==> src/rtl/sevenseg_scan_display_if.sv <==
// ============================================================================
// Module      : sevenseg_scan_display_if
// Description : Value/control inputs and active-low display outputs of the
//               seven-segment scan display.
// Revision    : 1.0 - initial release
// ============================================================================
`default_nettype none

interface sevenseg_scan_display_if;
    logic [31:0] value_in;
    logic        freeze;
    logic        err_in;
    logic [7:0]  an;
    logic [6:0]  seg;
    logic        dp;
    logic        frame_tick;

    // Source side: drives the value and error status, observes the display.
    modport master (
        output value_in,
        output freeze,
        output err_in,
        input  an,
        input  seg,
        input  dp,
        input  frame_tick
    );

    // Display side.
    modport slave (
        input  value_in,
        input  freeze,
        input  err_in,
        output an,
        output seg,
        output dp,
        output frame_tick
    );
endinterface

`default_nettype wire

==> src/rtl/sevenseg_scan_display.sv <==
// ============================================================================
// Module      : sevenseg_scan_display
// Description : Snapshots a 32-bit value once per scan frame and multiplexes
//               it as 8 hex digits onto a common-anode display (active-low).
//               Optional macro LEADING_ZERO_BLANK_EN blanks leading zeros.
// Revision    : 1.0 - initial release
// ============================================================================
`default_nettype none

module sevenseg_scan_display #(
    parameter int SCAN_DIV = 100000
) (
    input  wire logic              clk,
    input  wire logic              rst,
    sevenseg_scan_display_if.slave bus
);

    localparam int                 c_PRE_W    = (SCAN_DIV > 1) ? $clog2(SCAN_DIV) : 1;
    localparam logic [c_PRE_W-1:0] c_PRE_LAST = c_PRE_W'(SCAN_DIV - 1);

    logic [c_PRE_W-1:0] r_prescaler;
    logic [2:0]         r_digit_idx;
    logic [31:0]        r_snapshot;
    logic               r_err_sticky;
    logic [7:0]         r_an;
    logic [6:0]         r_seg;
    logic               r_dp;
    logic               r_frame_tick;

    logic               w_step;
    logic               w_wrap;
    logic [3:0]         w_nibble;
    logic [6:0]         w_hex;
    logic               w_blank;

    function automatic logic [6:0] f_hex(input logic [3:0] n);
        logic [6:0] p;
        case (n)
            4'h0:    p = 7'h40;
            4'h1:    p = 7'h79;
            4'h2:    p = 7'h24;
            4'h3:    p = 7'h30;
            4'h4:    p = 7'h19;
            4'h5:    p = 7'h12;
            4'h6:    p = 7'h02;
            4'h7:    p = 7'h78;
            4'h8:    p = 7'h00;
            4'h9:    p = 7'h10;
            4'hA:    p = 7'h08;
            4'hB:    p = 7'h03;
            4'hC:    p = 7'h46;
            4'hD:    p = 7'h21;
            4'hE:    p = 7'h06;
            default: p = 7'h0E;
        endcase
        return p;
    endfunction

    assign w_step   = (r_prescaler == c_PRE_LAST);
    assign w_wrap   = w_step && (r_digit_idx == 3'd7);
    assign w_nibble = r_snapshot[{r_digit_idx, 2'b00} +: 4];
    assign w_hex    = f_hex(w_nibble);

`ifdef LEADING_ZERO_BLANK_EN
    logic [2:0] w_msd;

    // Index of the most-significant nonzero nibble; 0 for an all-zero snapshot.
    always_comb begin
        w_msd = 3'd0;
        for (int i = 1; i < 8; i++) begin
            if (r_snapshot[4*i +: 4] != 4'h0) begin
                w_msd = 3'(i);
            end
        end
    end

    // Digit 7 stays lit while the error flag is set so its decimal point is seen.
    assign w_blank = (r_digit_idx > w_msd) &&
                     !((r_digit_idx == 3'd7) && r_err_sticky);
`else
    assign w_blank = 1'b0;
`endif

    always_ff @(posedge clk) begin
        if (rst) begin
            r_prescaler  <= '0;
            r_digit_idx  <= 3'd0;
            r_snapshot   <= 32'h0;
            r_err_sticky <= 1'b0;
            r_an         <= 8'hFF;
            r_seg        <= 7'h7F;
            r_dp         <= 1'b1;
            r_frame_tick <= 1'b0;
        end else begin
            r_err_sticky <= r_err_sticky | bus.err_in;
            r_frame_tick <= 1'b0;

            if (w_step) begin
                r_prescaler <= '0;
                r_digit_idx <= r_digit_idx + 3'd1;
                if (w_wrap && !bus.freeze) begin
                    r_snapshot   <= bus.value_in;
                    r_frame_tick <= 1'b1;
                end
            end else begin
                r_prescaler <= r_prescaler + 1'b1;
            end

            // Drive registers see the pre-edge digit/snapshot: one cycle of latency.
            if (w_blank) begin
                r_an  <= 8'hFF;
                r_seg <= 7'h7F;
                r_dp  <= 1'b1;
            end else begin
                r_an  <= ~(8'h01 << r_digit_idx);
                r_seg <= w_hex;
                r_dp  <= !((r_digit_idx == 3'd7) && r_err_sticky);
            end
        end
    end

    assign bus.an         = r_an;
    assign bus.seg        = r_seg;
    assign bus.dp         = r_dp;
    assign bus.frame_tick = r_frame_tick;

endmodule

`default_nettype wire

==> src/flat_wrapper.sv <==
// flat-port wrapper written by rule: the top's interface ports become plain ports
module sevenseg_scan_display_flat 
#(
    parameter int SCAN_DIV = 100000
)
  (clk, rst, bus_value_in, bus_freeze, bus_err_in, bus_an, bus_seg, bus_dp, bus_frame_tick);
  sevenseg_scan_display_if bus_i ();
  input  wire logic clk;
  input  wire logic rst;
  input wire logic [$bits(bus_i.value_in)-1:0] bus_value_in;
  input wire logic [$bits(bus_i.freeze)-1:0] bus_freeze;
  input wire logic [$bits(bus_i.err_in)-1:0] bus_err_in;
  output wire logic [$bits(bus_i.an)-1:0] bus_an;
  output wire logic [$bits(bus_i.seg)-1:0] bus_seg;
  output wire logic [$bits(bus_i.dp)-1:0] bus_dp;
  output wire logic [$bits(bus_i.frame_tick)-1:0] bus_frame_tick;
  assign bus_i.value_in = bus_value_in;
  assign bus_i.freeze = bus_freeze;
  assign bus_i.err_in = bus_err_in;
  assign bus_an = bus_i.an;
  assign bus_seg = bus_i.seg;
  assign bus_dp = bus_i.dp;
  assign bus_frame_tick = bus_i.frame_tick;
  sevenseg_scan_display #(.SCAN_DIV(SCAN_DIV)) u_core (.clk(clk), .rst(rst), .bus(bus_i));
endmodule
==> config.mk <==
export PLATFORM = sky130hd
export DESIGN_NAME = sevenseg_scan_display_flat
export DESIGN_NICKNAME = d
export VERILOG_FILES = /design/src/rtl/sevenseg_scan_display_if.sv /design/src/rtl/sevenseg_scan_display.sv /design/src/flat_wrapper.sv
export SDC_FILE = /design/constraint.sdc
export NUM_CORES = 1
export LEC_CHECK = 0
export CAP_MARGIN = 20
export CORE_MARGIN = 1
export CORE_UTILIZATION = 52
export DETAILED_ROUTE_END_ITERATION = 6
export GPL_TIMING_DRIVEN = 0
export PLACE_DENSITY_LB_ADDON = 0.08
export SETUP_SLACK_MARGIN = 0.1
export SLEW_MARGIN = 20
export SYNTH_ARGS = -nofsm -noshare
export SYNTH_HDL_FRONTEND = slang
export SYNTH_SLANG_ARGS = --single-unit
==> constraint.sdc <==
create_clock -name clk -period 2.85 [get_ports clk]
set_input_delay 0.285 -clock clk [delete_from_list [all_inputs] [get_ports clk]]
set_output_delay 0.285 -clock clk [all_outputs]
set_load 0.05 [all_outputs]
==> qor.yml <==
cts-root-buf: "clkbuf_8"
die_w_um: 78.4
intPower_mw: 1.77
sequentialPowerShare_pct: 45.4
synth-seq-cells: 70
cp-start-kind: "register"
end_kind: "register"
grt_max_degree: 13
htreeDepth: 3
layout.cells.non_filler: 438
syn-num-nets: 346
ys.flop_type: "dfxtp_1"
yosysTopAreaCellShare_pct: 46.2
io_pins: 53
gp_congestion: 0.858
power_leakage_nw: 1.45
portBuffers: 52
r2r_start: "u_core.r_digit_idx[0]"
rsz0062_at_grt: "no"
finalSetupViolCount: 0
start_util_pct: 54.4
drv_slew: 0
holdWs_ns: 0.401
synth_cells: 298
crit_start: "u_core.r_digit_idx[0]"
yosysUniqueCellTypes: 45
vdd_ir_drop_max_v: 0.000394
clkPwrFrac_pct: 49.5
ys_seq_area_share_pct: 46.2
critPathKind: "reg2reg"
grt_pass1_wl_mm: 9.98
drt-initial-drc-count: 74
antenna_cells: 0
layout-drive-gt1-share_pct: 10.4
ys_async_sr_fraction_pct: 0
ant_nets: 0
firstDrtPassIters: 4
yosysTopAreaCell: "dfxtp_1"
yosys-top-cells-area: "dfxtp_1 (46%), mux2i_1 (13%), nor2_1 (7.8%), ha_1 (5.0%), mux4_2 (4.5%)"
post-dp-hpwl_mm: 4.34
synth.avg_cell_area_sq_um: 10.2
maxSlewHeadroom_pct: 64.1
max_cap_violations: 0
p_sw_mw: 0.420
post_cts_buffers: 0
clock_skew_ns: 0.00587
min_period_over_period_pct: 90.1
clockBufferDepth: 2
viasPerCell: 5.24
arrival_ns: 2.77
fmax_ghz: 0.389
status: "finished clean"
hold_path_class: "reg2reg"
cts_tree: "built"
fin_util_pct: 71.0
cp.required_ns: 3.05
dieArea_sq_um: 6140
drc: 0
comb_power_share_pct: 5.1
p_sw_share_pct: 19.2
die_height_um: 78.4
cts_sinks: 70
vias: 2294
fin_crit_ns: 2.57
hold_viol_final: 0
coreArea_sq_um: 5570
drt_wl_total_mm: 5.95
gr-total-overflow: 0
cts_made_buffers: 9
area_delta_synth_final_pct: 30.4
clock_latency_ns: 0.33
min_from: "u_core.r_err_sticky"
row_count: 27
yosys_warnings: 0
synth_edf_count: 0
routedWlPerCell_um: 13.6
track_usage_pct: 21.6
tightest_slew_ns: 0.534
p_per_area_nw_per_um2: 553
clk_pin_slew_ns: 0.07
antenna_found_initial: 0
cp_max_fo: 10
dp_cells: 422
nets: 409
grt_pass1_vias: 2133
syn_area_sq_um: 3030
-- layout make-up --
type / instances / area (sq um)
fill: 428 / 1620
multi-input combinational: 206 / 1520
sequential: 70 / 1400
timing repair buffer: 52 / 520
clock buffer: 11 / 151
clock inverter: 5 / 129
buffer: 13 / 111
tap: 72 / 90.1
inverter: 9 / 33.8
-- layout by cell type (no fill, tap or decap), types with 3 or more instances in the layout --
master / instances
nand2_1: 16
a221o_1: 3
ha_1: 12
clkdlybuf4s50_1: 52
nor2_1: 63
dfxtp_1: 69
clkbuf_8: 11
mux4_2: 6
mux2i_1: 37
buf_12: 3
inv_1: 8
xor2_1: 7
o21ai_0: 3
nand3_1: 8
nor2b_1: 3
a21oi_1: 4
nor3_1: 3
xnor2_1: 9
bufinv_16: 4
clkbuf_1: 4
-- final timing paths --
path                            end  slack (ns)  cells after the start
setup / recovery  u_core.bus.seg[3]        0.28                      9
hold / removal        u_core.bus.dp        0.40                      1
setup reg to reg  u_core.bus.seg[3]        0.28                      9
hold reg to reg       u_core.bus.dp        0.40                      1
-- synth_stat cells (all sizes together), types with 3 or more instances --
library cell   n
ha            12
inv            8
o21ai          4
a221o          3
nor2b          3
buf            8
dfxtp         70
mux4           6
nor2          63
nand2         16
mux2i         39
clkbuf         5
xnor2          9
a21oi          4
xor2           7
nor3           3
nand3          8
-- power groups by stage --
stage	Clock [mW]	Combinational [mW]	Sequential [mW]
after floorplan	0	0.0236	1.03
after global placement	0	0.111	1.01
after detailed placement	0	0.111	1.01
after CTS	1.11	0.112	0.992
after global routing	1.15	0.119	0.992
final	1.08	0.111	0.992
-- routing by layer --
layer / part of all wire (%) / global-route usage, % / up-vias
li1: - / - / 1152
met3: 3.9 / 5.00 / 14
met5: 0 / 0 / -
met1: 49 / 28.5 / 1066
met2: 45 / 33.2 / 62
met4: 2.2 / 10.6 / 0
-- registers in the layout, summed over array words and instances, names as in the netlist --
register,cells
u_core.bus.frame_tick,1
u_core.r_err_sticky,1
u_core.r_prescaler,17
u_core.bus.seg,7
u_core.bus.an,8
u_core.r_snapshot,32
u_core.r_digit_idx,3
u_core.bus.dp,1
-- timing repair --
item / in CTS / in global routing
hold buffers: 0 / 0
gates resized for setup: 6 / 3
endpoints found under the setup margin: 5 / 10
-- logic make-up (layout without fill, tap and decap cells) --
kind of cell               after synthesis  after routing  share of synthesized area (%)
AOI/OAI and AO/OA                       23             23                           5.36
DFF                                     70             70                           46.2
adders and majority gates               12             12                           4.95
xor gates and xnor gates                16             16                           4.62
buffers and inverters                   22             90                           4.62
and+or+nand+nor                        108            108                           16.2
muxes                                   47             47                           18.1
-- critical path, stage by stage, from the launching register on --
cell,delay (ns)
dfxtp_2,0.41
buf_4,0.25
mux4_2,0.56
mux2i_4,0.29
inv_1,0.11
ha_1,0.21
inv_1,0.09
nor3_1,0.07
a2111oi_0,0.36
a31oi_1,0.09
-- metrics by stage --
| stage | area (sq um) | total power [mW] | setup slack, ns | setup TNS [ns] |
|---|---|---|---|---|
| floorplan | 3030 | 1.06 | 0.345 | 0 |
| global placement | 3640 | 1.13 | -0.161 | -0.313 |
| detailed placement | 3640 | 1.13 | -0.185 | -0.372 |
| CTS | 3950 | 2.21 | 0.166 | 0 |
| global route | 3960 | 2.26 | 0.128 | 0 |
| finish | 3960 | 2.19 | 0.283 | 0 |
No activity file was read; power rests on OpenSTA's default activity.
